File: src/rtl/truth_table_sequencer.sv
// Clocked sweep of every input combination of an N_IN-input boolean block,
// assembling its truth table and optionally comparing it against an expected table.
module truth_table_sequencer #(
    parameter int unsigned N_IN   = 3,
    parameter int unsigned SETTLE = 1
) (
    input  logic                 clk,
    input  logic                 rst_n,
    input  logic                 start,
    input  logic                 abort,
    input  logic [2**N_IN-1:0]   exp_table,
    output logic [N_IN-1:0]      vec,
    input  logic                 f_in,
    output logic                 busy,
    output logic                 done,
    output logic [2**N_IN-1:0]   table_out,
    output logic                 table_valid,
    output logic                 match,
    output logic [N_IN:0]        mism_cnt
);

    localparam int unsigned TW = 2**N_IN;
    localparam int unsigned MW = N_IN + 1;
    localparam int unsigned WW = (SETTLE > 0) ? $clog2(SETTLE + 1) : 1;

    typedef enum logic [1:0] {
        IDLE  = 2'd0,
        DRIVE = 2'd1,
        DONE  = 2'd2
    } state_t;

    state_t          state_q, state_d;
    logic [N_IN-1:0] vec_q, vec_d;
    logic [WW-1:0]   wait_q, wait_d;
    logic [TW-1:0]   table_q, table_d;
    logic [TW-1:0]   exp_q, exp_d;
    logic            valid_q, valid_d;
    logic            match_q, match_d;
    logic [MW-1:0]   mism_q, mism_d;

    logic [TW-1:0]   tbl_smp;
    logic [MW-1:0]   pop;

    // Table as it will look once the current combination is sampled, and its
    // distance from the captured expectation; only committed on the final sample.
    always_comb begin
        tbl_smp        = table_q;
        tbl_smp[vec_q] = f_in;
        pop            = '0;
        for (int unsigned i = 0; i < TW; i++) begin
            pop = pop + MW'(tbl_smp[i] ^ exp_q[i]);
        end
    end

    always_comb begin
        state_d = state_q;
        vec_d   = vec_q;
        wait_d  = wait_q;
        table_d = table_q;
        exp_d   = exp_q;
        valid_d = valid_q;
        match_d = match_q;
        mism_d  = mism_q;

        case (state_q)
            IDLE: begin
                if (start && !abort) begin
                    state_d = DRIVE;
                    vec_d   = '0;
                    wait_d  = '0;
                    table_d = '0;
                    valid_d = 1'b0;
                    match_d = 1'b0;
                    mism_d  = '0;
                    exp_d   = exp_table;
                end
            end

            DRIVE: begin
                if (abort) begin
                    state_d = IDLE;
                    vec_d   = '0;
                    wait_d  = '0;
                    valid_d = 1'b0;
                end else if (wait_q != WW'(SETTLE)) begin
                    wait_d = wait_q + WW'(1);
                end else begin
                    table_d = tbl_smp;
                    wait_d  = '0;
                    if (vec_q == '1) begin
                        state_d = DONE;
                        valid_d = 1'b1;
                        match_d = (tbl_smp == exp_q);
                        mism_d  = pop;
                    end else begin
                        vec_d = vec_q + N_IN'(1);
                    end
                end
            end

            DONE: begin
                if (abort) begin
                    state_d = IDLE;
                    vec_d   = '0;
                    wait_d  = '0;
                    valid_d = 1'b0;
                end else if (start) begin
                    // DONE exit doubles as the IDLE sample point so a held start
                    // restarts immediately, giving one sweep every 2**N_IN*(SETTLE+1)+1 cycles.
                    state_d = DRIVE;
                    vec_d   = '0;
                    wait_d  = '0;
                    table_d = '0;
                    valid_d = 1'b0;
                    match_d = 1'b0;
                    mism_d  = '0;
                    exp_d   = exp_table;
                end else begin
                    state_d = IDLE;
                end
            end

            default: state_d = IDLE;
        endcase
    end

    always_ff @(posedge clk) begin
        if (!rst_n) begin
            state_q <= IDLE;
            vec_q   <= '0;
            wait_q  <= '0;
            table_q <= '0;
            exp_q   <= '0;
            valid_q <= 1'b0;
            match_q <= 1'b0;
            mism_q  <= '0;
        end else begin
            state_q <= state_d;
            vec_q   <= vec_d;
            wait_q  <= wait_d;
            table_q <= table_d;
            exp_q   <= exp_d;
            valid_q <= valid_d;
            match_q <= match_d;
            mism_q  <= mism_d;
        end
    end

    assign vec         = vec_q;
    assign busy        = (state_q != IDLE);
    assign done        = (state_q == DONE);
    assign table_out   = table_q;
    assign table_valid = valid_q;
    assign match       = match_q;
    assign mism_cnt    = mism_q;

endmodule

File: config.mk
export PLATFORM = sky130hd
export DESIGN_NAME = truth_table_sequencer
export DESIGN_NICKNAME = d
export VERILOG_FILES = /design/src/rtl/truth_table_sequencer.sv
export SDC_FILE = /design/constraint.sdc
export NUM_CORES = 1
export LEC_CHECK = 0
export BUFFER_PORTS_ARGS = -buffer_cell sky130_fd_sc_hd__buf_2
export CORE_MARGIN = 2
export CORE_UTILIZATION = 45
export CTS_BUF_LIST = sky130_fd_sc_hd__clkbuf_4 sky130_fd_sc_hd__clkbuf_8
export DETAILED_ROUTE_END_ITERATION = 12
export PLACE_DENSITY = 0.79
export SYNTH_ARGS = -nofsm -noshare
export SYNTH_HDL_FRONTEND = slang
export SYNTH_SLANG_ARGS = --single-unit
File: constraint.sdc
create_clock -name clk -period 12 [get_ports clk]
set_input_delay 0.6 -clock clk [delete_from_list [all_inputs] [get_ports clk]]
set_output_delay 0.6 -clock clk [all_outputs]
set_load 0.02 [all_outputs]
# --- Word level (Yosys, flattened, before mapping) ---
# Cells that the tools add are included.
totals:
  reg_bits: 28
  latch_bits: 0
  ram_bits: 0
  mem_bits_ro: 0
  input_bits: 13
  out_inout_bits: 19
  wordCells: 104
  n_memories: 0
op_classes:
  add_sub_neg: 9
  mul: 0
  div: 0
  order_cmp: 2
  n_eq_ne: 14
  shift: 0
  mux: 49
  bitwise_logic: 8
  reduce_logical: 14
op_table:
  columns: ["operator", "n"]
  rows:
  - ["$mux W8", 8]
  - ["$mux W4", 6]
  - ["$pmux W8 S3", 1]
  - ["$mux W3", 6]
  - ["$add A4 B1 Y4", 4]
  - ["$pmux W8 S2", 1]
  - ["$mux W1", 15]
  - ["$ne A2 B2 Y1 const B", 6]
  - ["$ne A3 B3 Y1 const B", 4]
  - ["$pmux W4 S3", 1]
  - ["$reduce_and A5 Y1", 2]
  - ["$pmux W1 S3", 3]
  - ["$pmux W3 S3", 1]
  - ["$bwmux W8", 1]
  - ["$eq A8 B8 Y1", 1]
  - ["$mux W2", 4]
  - ["$xor A1 B1 Y1", 8]
  - ["$reduce_and A7 Y1", 1]
  - ["$pmux W2 S3", 1]
  - ["$reduce_and A3 Y1", 2]
  - ["$reduce_and A6 Y1", 1]
  - ["$add A3 B1 Y4", 1]
  - ["$lt A3 B4 Y1 const B", 1]
  - ["$reduce_and A4 Y1", 1]
  - ["14 further kinds", 16]

# --- Logic depth before layout (Yosys ltp) ---
# Gate-level depths: netlist of the first run.
logic_depth:
  depth_word: 17
  depth_mapped: 16
  depth_no_buf: 15

# --- Least setup slack after synthesis of the first run ---
# Ideal clock, no wire load.
synth_timing:
  path_type: "reg2reg"
  startpoint: "register vec_q[1], in the netlist vec[1]"
  endpoint: "register mism_q[1], in the netlist mism_cnt[1]"
  t_arrival_ps: 4107
  required_time_ps: 11924
  path_slack_ps: 7817
  stages_incl_launch_ff: 15
  path_buffers: 1
  synth_period_minus_slack_ps: 4183
  path_cell_list: "dfxtp_1 -> buf_6 -> or3_2 -> mux2i_1 -> xnor2_1 -> fa_1 -> inv_1 -> fa_1 -> fa_1 -> inv_1 -> ha_1 -> inv_1 -> fa_1 -> or3_1 -> a21boi_0"
synth_via:
  elab_chain_len: 17
synth_rtl:
  columns: ["element", "line_no", "source"]
  rows:
  - ["start, declared", "33", "logic [N_IN-1:0] vec_q, vec_d;"]
  - ["start signal, assigned", "139", "vec_q <= vec_d;"]
  - ["$lt A3 B4 Y1 (implied by the code) / $ge A3 B1 Y1 (equally long branches)", "48", "tbl_smp[vec_q] = f_in;"]
  - ["$logic_and A1 B1 Y1 (implied by the code)", "48", null]
  - ["$mux W1 (implied by the code)", "48", null]
  - ["$demux W1 S3", "48", null]
  - ["$bwmux W8", "48", null]
  - ["$xor A1 B1 Y1", "51", "pop = pop + MW'(tbl_smp[i] ^ exp_q[i]);"]
  - ["$add A1 B1 Y2", "51", null]
  - ["$add A2 B1 Y3", "51", null]
  - ["$add A3 B1 Y4", "51", null]
  - ["$add A4 B1 Y4 (4 in a row)", "51", null]
  - ["$mux W4", "90", "if (vec_q == '1) begin"]
  - ["$mux W4", "85", "end else if (wait_q != WW'(SETTLE)) begin"]
  - ["$mux W4", "80", "if (abort) begin"]
  - ["$pmux W4 S3", "65", "case (state_q)"]
  - ["end signal, assigned", "145", "mism_q <= mism_d;"]
  - ["end, declared", "39", "logic [MW-1:0] mism_q, mism_d;"]
# Parallel ways exist; a longest one is shown, timed or not. The select of a mux whose other input is x is not followed.
# A chain may end at the register's enable or synchronous reset.

# --- Final worst setup path of the first run ---
layout_timing:
  startpoint: "register vec_q[0], in the netlist vec[0]"
  endpoint: "register mism_q[1], in the netlist mism_cnt[1]"
# The elaborated chain is that of the path after synthesis.

==> results of run 1 <==
==> worst min-delay path by stage <==
stage | start | endpoint | slack [ps] | cells past startpoint
5_1_grt | mism_cnt[1] | mism_cnt[1] | 500 | 2
3_3_place_gp | mism_cnt[1] | mism_cnt[1] | 450 | 2
4_1_cts | mism_cnt[0] | mism_cnt[0] | 470 | 2
2_1_floorplan | exp_q[4] | exp_q[4] | 470 | 2
3_5_place_dp | mism_cnt[0] | mism_cnt[0] | 450 | 2
6_report | mism_cnt[0] | mism_cnt[0] | 460 | 2
==> Yosys cell counts (all sizes together), types with 3 or more instances <==
cell type and n:
inv 9, dfxtp 28, nor2b 4, fa 4, a21boi 14, nand3 8
mux2i 13, ha 6, nand2 30, o2bb2ai 6, nand2b 4, nand3b 4
and2 7, buf 5, xor2 4, o21ai 10, nor2 6, xnor2 5
a21oi 6, nor3 3, clkbuf 6
==> logic make-up (layout without fill, tap and decap cells) <==
family          count (synthesis)  after routing  synth area share
simple gates                   76             76             0.232
compound gates                 41             41             0.167
flops                          28             28             0.330
buf+inv                        20             44            0.0560
mux                            13             13            0.0767
fa+ha+maj                      10             10            0.0914
xor+xnor                        9              9            0.0465
==> critical path: cells and delay by family (launching register included) <==
family,cells,cell delay (ps)
buffers and inverters,3,180
xor gates and xnor gates,1,130
muxes,1,190
and+or+nand+nor,2,890
DFF,1,430
AOI/OAI and AO/OA,1,160
adders and majority gates,5,2200
==> power by group through the flow <==
stage	logic [mW]	clock network, mW	registers [mW]
6_report	0.0262	0.0752	0.0962
4_1_cts	0.0264	0.0774	0.0962
2_1_floorplan	0.0196	0	0.0979
3_5_place_dp	0.0262	0	0.0984
5_1_grt	0.0302	0.0804	0.0965
3_3_place_gp	0.0250	0	0.0983
==> layout make-up <==
type / count / area [µm²]
Sequential cell: 28 / 561
Fill cell: 359 / 1710
Tap cell: 48 / 60.1
Inverter: 9 / 33.8
Timing Repair Buffer: 31 / 155
Clock buffer: 3 / 41.3
Multi-Input combinational cell: 149 / 1040
Clock inverter: 1 / 30.0
==> layer usage <==
metal / wire (µm) / GRT usage / vias up
li1: - / - / 713
met1: 1610 / 0.230 / 626
met2: 1580 / 0.305 / 29
met3: 127 / 0.0205 / 5
met4: 55 / 0.0625 / 0
met5: 0 / 0 / -
==> cells in the final DEF, fill, tap and decap left out, drive strengths merged <==
master / count
xnor2: 5
a21o: 1
clkbuf: 3
mux2i: 13
nor2: 6
o22ai: 1
nand2b: 4
or3b: 2
nand4b: 1
o31ai: 1
fa: 4
o21ai: 10
nor3: 3
o21a: 2
bufinv: 1
nor3b: 2
o2bb2ai: 6
a21boi: 14
nand3: 8
xor2: 4
or3: 2
a21oi: 6
and2: 7
ha: 6
nand3b: 4
inv: 9
nand2: 30
dfxtp: 28
nor2b: 4
buf: 31
and2b: 1
or2: 2
==> registers in the layout (all words and copies together), names as in the netlist <==
name and count:
vec 3, exp_q 8, match 1, table_out 8, wait_q 1, mism_cnt 4, state_q 2, table_valid 1
==> flow_summary.rst, run 1 <==
.. list-table::
   :header-rows: 1

   * - Metric
     - Value
   * - Core footprint
     - 3630 µm²
   * - Pin count of the biggest net entering global routing
     - 28
   * - Fraction of synthesis flops using an asynchronous set or reset pin
     - 0
   * - Sum of negative setup slack
     - 0 ps
   * - Gate power share
     - 0.133
   * - Sequential element share of the synthesized area
     - 0.330
   * - Syn nets
     - between 200 and 250
   * - RSZ-0062 raised after global routing
     - no
   * - Routed wire length
     - ~3400 µm
   * - Horizontal die dimension
     - ~65 µm
   * - Pint
     - roughly 0.15 mW
   * - Cell area reported after detailed placement
     - between 1500 and 2000 µm²
   * - Count of endpoints failing hold in the final timing report
     - 0
   * - Post-route design area
     - about 1900 µm²
   * - Final count of pins violating max slew
     - 0
   * - Achievable frequency
     - 0.235 GHz
   * - Slowest cell delay on critical path
     - ~560 ps
   * - Die ar.
     - about 4300 µm²
   * - Final HPWL DP
     - approximately 2600 µm
   * - Relative contribution of sequential cells to total power
     - 0.487
   * - Min Tclk post-route
     - approximately 4300 ps
   * - Global Route Usage Sum
     - 0.178
   * - Remaining design rule violation count
     - 0
   * - Avg Cell Area, Syn
     - between 8 and 9 µm²
   * - Fraction of layout instances using a drive strength above 1
     - 0.186
   * - Average vias per placed instance
     - just over 5
   * - Prevailing post-synth register cell
     - sky130_fd_sc_hd__dfxtp_1
   * - Clock H-tree levels
     - 1
   * - CP most frequent cell
     - sky130_fd_sc_hd__fa_1
   * - Worst R2R Setup Slack
     - about 7700 ps
   * - FF+latch count, synth
     - 28
   * - Static leakage power
     - 0.838 nW
   * - Initial DRC Count
     - between 70 and 80
   * - Maximum Capacitance Violations
     - 0
   * - Yosys Warn Count
     - 0
   * - Initial antenna violation count
     - 0
   * - Inst Count DP
     - between 200 and 300
   * - IR Drop Worst-Case VDD
     - ~0.048 mV
   * - Post-Layout Cell Count
     - between 200 and 300
   * - Critical path startpoint category
     - flop
   * - Sw Share
     - 0.242
   * - TritonRoute pass-1 iters
     - 4
   * - FF-to-FF path depth
     - 13
   * - Slowest stage cell on the critical path
     - sky130_fd_sc_hd__fa_1
   * - Clock edge transition at the registers on the reported setup and hold paths
     - around 100 ps
   * - Type of element capturing the critical path
     - flop
   * - Setup Skew
     - between 1.5 and 2 ps
   * - Number of buffers added on ports
     - 31
   * - CTS tree
     - built
   * - Worst path required time
     - roughly 12000 ps
   * - Worst relative slew slack
     - 0.685
   * - Via count of the first global-routing pass
     - ~1.3k
   * - EDFF count, synth
     - 0
   * - Starting density of the core
     - 0.467
   * - Final Power
     - between 0.15 and 0.2 mW
   * - Remaining number of nets flagged by the antenna check after routing
     - 0
   * - Tightest Pin Transition
     - ~470 ps
   * - Count of instances resized after the clock tree is built
     - 0
   * - Root buf cell
     - sky130_fd_sc_hd__clkbuf_8
   * - Peak fanout along the critical path
     - 12
   * - Total I/O pin count
     - 32
   * - Cell row count
     - 22
   * - Residual overflow from global routing
     - 0
   * - Final cell utilization of the core
     - 0.529
   * - Critical Path Source
     - vec[0]
   * - Cells traversed along the worst timing path
     - or3_2 -> mux2i_1 -> xnor2_1 -> fa_1 -> inv_1 -> fa_1 -> fa_1 -> inv_1 -> ha_1 -> inv_1 -> fa_1 -> or3_1 -> a21boi_0
   * - WL/cell
     - around 13 µm
   * - Critical path endpoint
     - mism_cnt[1]
   * - Top cell type's share of synthesized area
     - 0.330
   * - Buffers from clock root to sink, at most
     - 2
   * - Post-route fraction of the period consumed by the critical path
     - 0.354
   * - Area leader, netlist
     - sky130_fd_sc_hd__dfxtp_1
   * - Worst Setup Slack, final
     - between 7000 and 8000 ps
   * - Type of the worst min-delay path
     - flop to flop
   * - Result of the run
     - finished, final reports clean
   * - Number of hold buffers added after cts
     - 0
   * - Instance count of the mapped netlist
     - 197
   * - Power Density
     - about 100 nW/µm²
   * - Via Count
     - roughly 1.4k
   * - Postcts setup bufs
     - 0
   * - Final weighted congestion in routability-driven placement
     - 0.862
   * - Net Switching
     - around 0.048 mW
   * - Clk network pwr share
     - 0.381
   * - End of the worst register-to-register path
     - mism_cnt[1]
   * - Antenna diodes
     - 0
   * - Post-synth cell types
     - 37
   * - Path type of the worst setup path
     - flop to flop
   * - Die boundary height
     - approximately 65 µm
   * - First-pass GRT wire length
     - between 5000 and 6000 µm
   * - Hold Slack
     - about 460 ps
   * - Number of sinks driven by the clock tree
     - 28
   * - Arrival time worst endpoint
     - approximately 4500 ps
   * - Synth area leaders
     - sky130_fd_sc_hd__dfxtp_1, sky130_fd_sc_hd__mux2i_1, sky130_fd_sc_hd__nand2_1
   * - Pre-CTS worst setup slack
     - between 7000 and 8000 ps
   * - Post-synthesis instance area
     - 1700 µm²
   * - Clock latency on the worst-skew pair
     - 280 ps
   * - Startpoint of the most critical register-to-register path
     - vec[0]
   * - Total clock buffers created by CTS
     - 3
   * - Fin nets
     - 245
   * - Relative area change from synthesis to final layout
     - 13.3%
   * - Number of endpoints failing setup at the final stage
     - 0
(Power assumes the default switching activity.)
==> run 2: changes to the inputs <==
--- a/config.mk
+++ b/config.mk
@@ -10,7 +10,7 @@
 export CORE_UTILIZATION = 45
 export CTS_BUF_LIST = sky130_fd_sc_hd__clkbuf_4 sky130_fd_sc_hd__clkbuf_8
 export DETAILED_ROUTE_END_ITERATION = 12
-export PLACE_DENSITY = 0.79
+export PLACE_DENSITY = 0.82
 export SYNTH_ARGS = -nofsm -noshare
 export SYNTH_HDL_FRONTEND = slang
 export SYNTH_SLANG_ARGS = --single-unit
==> constraint.sdc (replaced) <==
create_clock -name clk -period 3.9 [get_ports clk]
set_input_delay 0.195 -clock clk [delete_from_list [all_inputs] [get_ports clk]]
set_output_delay 0.195 -clock clk [all_outputs]
set_load 0.02 [all_outputs]
==> run 2 against run 1 <==
Net effect: the run now ends with setup timing left; cell area increased by 3.3%; utilization up 1.7 points; first-iteration DRC count decreased by 53%; total power rose to 2.8 times the previous value; critical path depth unchanged; critical path type unchanged; largest power group unchanged.
==> flow_summary.rst, run 2 (synthesized netlist as in run 1, its figures left out) <==
.. list-table::
   :header-rows: 1

   * - Metric
     - Value
   * - Result of the run
     - complete, but fails checks
   * - Violated checks
     - setup timing
   * - TritonRoute pass-1 iters
     - 6 (+2)
   * - Horizontal die dimension
     - 65.4 µm (unchanged)
   * - Buffers from clock root to sink, at most
     - 2 (unchanged)
   * - Final Power
     - 0.546 mW (+180%)
   * - Die ar.
     - 4280 µm² (unchanged)
   * - Clock edge transition at the registers on the reported setup and hold paths
     - 90 ps (about the same)
   * - Busiest metal layer after global routing
     - met2
   * - Fillers
     - 356 (-0.84%)
   * - Final cell utilization of the core
     - 0.546 (+0.0172)
   * - Met1 GRT Util
     - 0.229 (-0.000579)
   * - Critical path startpoint category
     - flop
   * - Static leakage power
     - 0.863 nW (+3.1%)
   * - Global routing met2 resource utilization
     - 0.292 (-0.0128)
   * - Total I/O pin count
     - 32 (unchanged)
   * - Setup Skew
     - 3.07 ps (+1.34 ps)
   * - Fin nets
     - 249 (+1.6%)
   * - Tightest Pin Transition
     - 461 ps (-11.5 ps)
   * - Min Tclk post-route
     - 3900 ps (-353 ps)
   * - Worst path required time
     - 4120 ps (-8090 ps)
   * - Most frequent cells in the layout
     - sky130_fd_sc_hd__buf_2, sky130_fd_sc_hd__nand2_1, sky130_fd_sc_hd__dfxtp_1
   * - Arrival time worst endpoint
     - 4120 ps (-340 ps)
   * - Total clock buffers created by CTS
     - 3 (unchanged)
   * - Remaining number of nets flagged by the antenna check after routing
     - 0 (unchanged)
   * - Remaining design rule violation count
     - 0 (unchanged)
   * - Die boundary height
     - 65.4 µm (unchanged)
   * - Achievable frequency
     - 0.256 GHz (+9.0%)
   * - IR Drop Worst-Case VDD
     - 0.117 mV (+150%)
   * - Maximum Capacitance Violations
     - 0 (unchanged)
   * - Number of sinks driven by the clock tree
     - 28 (unchanged)
   * - CTS tree
     - built
   * - Number of endpoints failing setup at the final stage
     - 1 (+1)
   * - Most frequent standard cell in the layout excluding fill and tap cells
     - sky130_fd_sc_hd__buf_2
   * - Residual overflow from global routing
     - 0 (unchanged)
   * - Core footprint
     - 3630 µm² (unchanged)
   * - WL/cell
     - 12.6 µm (+0.64%)
   * - Clock latency on the worst-skew pair
     - 280 ps (about the same)
   * - Fraction of layout instances using a drive strength above 1
     - 0.240 (+0.0545)
   * - Number of buffers added on ports
     - 31 (unchanged)
   * - Power Density
     - 275 nW/µm² (+170%)
   * - Final HPWL DP
     - 2630 µm (+2.0%)
   * - Via count of the first global-routing pass
     - 1271 (-0.86%)
   * - Pin count of the biggest net entering global routing
     - 28 (unchanged)
   * - RSZ-0062 raised after global routing
     - yes
   * - Path type of the worst setup path
     - flop to flop
   * - Antenna diodes
     - 0 (unchanged)
   * - Final weighted congestion in routability-driven placement
     - 0.859 (-0.39%)
   * - Met3 global-route usage
     - 0.0205 (unchanged)
   * - Starting density of the core
     - 0.467 (unchanged)
   * - Cell row count
     - 22 (unchanged)
   * - Average vias per placed instance
     - 5.10 (about the same)
   * - Worst relative slew slack
     - 0.693 (+0.00764)
   * - Worst Setup Slack, final
     - -0.335 ps (-7750 ps)
   * - Final count of pins violating max slew
     - 0 (unchanged)
   * - Via Count
     - 1393 (+1.5%)
   * - Initial antenna violation count
     - 0 (unchanged)
   * - First-pass GRT wire length
     - 5790 µm (-2.4%)
   * - Type of the worst min-delay path
     - primary input to flop
   * - Initial DRC Count
     - 35 (-53%)
   * - Relative area change from synthesis to final layout
     - 17.0%
   * - Clock H-tree levels
     - 1 (unchanged)
   * - Count of endpoints failing hold in the final timing report
     - 0 (unchanged)
   * - Root buf cell
     - sky130_fd_sc_hd__clkbuf_8
   * - Type of element capturing the critical path
     - flop
   * - Post-route fraction of the period consumed by the critical path
     - 1.00 (+0.646)
   * - Routed wire length
     - 3450 µm (+2.1%)
   * - Peak fanout along the critical path
     - 7 (-5)
   * - Global Route Usage Sum
     - 0.175 (-0.00277)
## run 2: cell types whose count changed in the layout (fill, tap and decap cells not counted), moves of 2 or more
cell,before,now
sky130_fd_sc_hd__mux2i_4,0,2
sky130_fd_sc_hd__xnor2_2,0,2
sky130_fd_sc_hd__buf_4,0,4
sky130_fd_sc_hd__dfxtp_1,28,25
sky130_fd_sc_hd__xnor2_1,5,3
sky130_fd_sc_hd__dfxtp_2,0,2
sky130_fd_sc_hd__mux2i_1,13,11
## run 2: routing by layer
metal / wire length [µm] / vias up
met4: 61 / 0
met1: 1610 / 643
li1: - / 719
met3: 107 / 5
met5: 0 / -
met2: 1670 / 26
## run 2: worst paths after layout
kind / cells past startpoint / to / startpoint / slack [ps]
setup / recovery: 13 / mism_cnt[1] / vec[0] / -0.3
hold / removal: 3 / exp_q[0] / exp_table[0] / 160
setup reg to reg: 13 / mism_cnt[1] / vec[0] / -0.3
hold reg to reg: 2 / mism_cnt[2] / mism_cnt[2] / 460
## run 2: final cells by class
class                           instances  area [µm²]  area share
Sequential cell                        28         567       0.286
Multi-Input combinational cell        149        1090       0.549
Timing Repair Buffer                   35         185      0.0933
Inverter                                9        33.8      0.0170
Tap cell                               48        60.1      0.0303
Clock buffer                            4        48.8      0.0246
## run 2: critical path, stage by stage (launching register included)
cell and delay, ps:
sky130_fd_sc_hd__dfxtp_2 370, sky130_fd_sc_hd__or3_4 410, sky130_fd_sc_hd__mux2i_4 210, sky130_fd_sc_hd__xnor2_2 160
sky130_fd_sc_hd__fa_1 510, sky130_fd_sc_hd__inv_1 60, sky130_fd_sc_hd__fa_1 450, sky130_fd_sc_hd__fa_1 490
sky130_fd_sc_hd__inv_1 40, sky130_fd_sc_hd__ha_1 200, sky130_fd_sc_hd__inv_1 70, sky130_fd_sc_hd__fa_1 390
sky130_fd_sc_hd__or3_1 380, sky130_fd_sc_hd__a21boi_1 120
## run 2: stage by stage
stage / setup TNS [ps] / hold slack (ps) / area, µm² / instances / setup WS, ps
global route: -161 / 156 / 1980 / 273 / -161
CTS: 0 / 153 / 1940 / 272 / 11.3
detailed placement: 0 / 452 / 1880 / 268 / 2.00
floorplan: 0 / 340 / 1710 / 197 / 39.6
finish: -0.335 / 156 / 1980 / 273 / -0.335
global placement: 0 / 444 / 1880 / 268 / 129
## run 2: repair_timing
| item | CTS | global route |
|---|---|---|
| setup buffers | 0 | 1 |
| gates resized for setup | 2 | 6 |
| pin swaps | 1 | 1 |
| hold buffers | 0 | 0 |
| endpoints found under the setup margin | 1 | 2 |
| gates cloned | 0 | 0 |
## run 2: report_power, final
part           switching (mW)  internal, mW
Clock                  0.0889        0.0803
Combinational          0.0477        0.0338
Sequential            0.00542         0.290
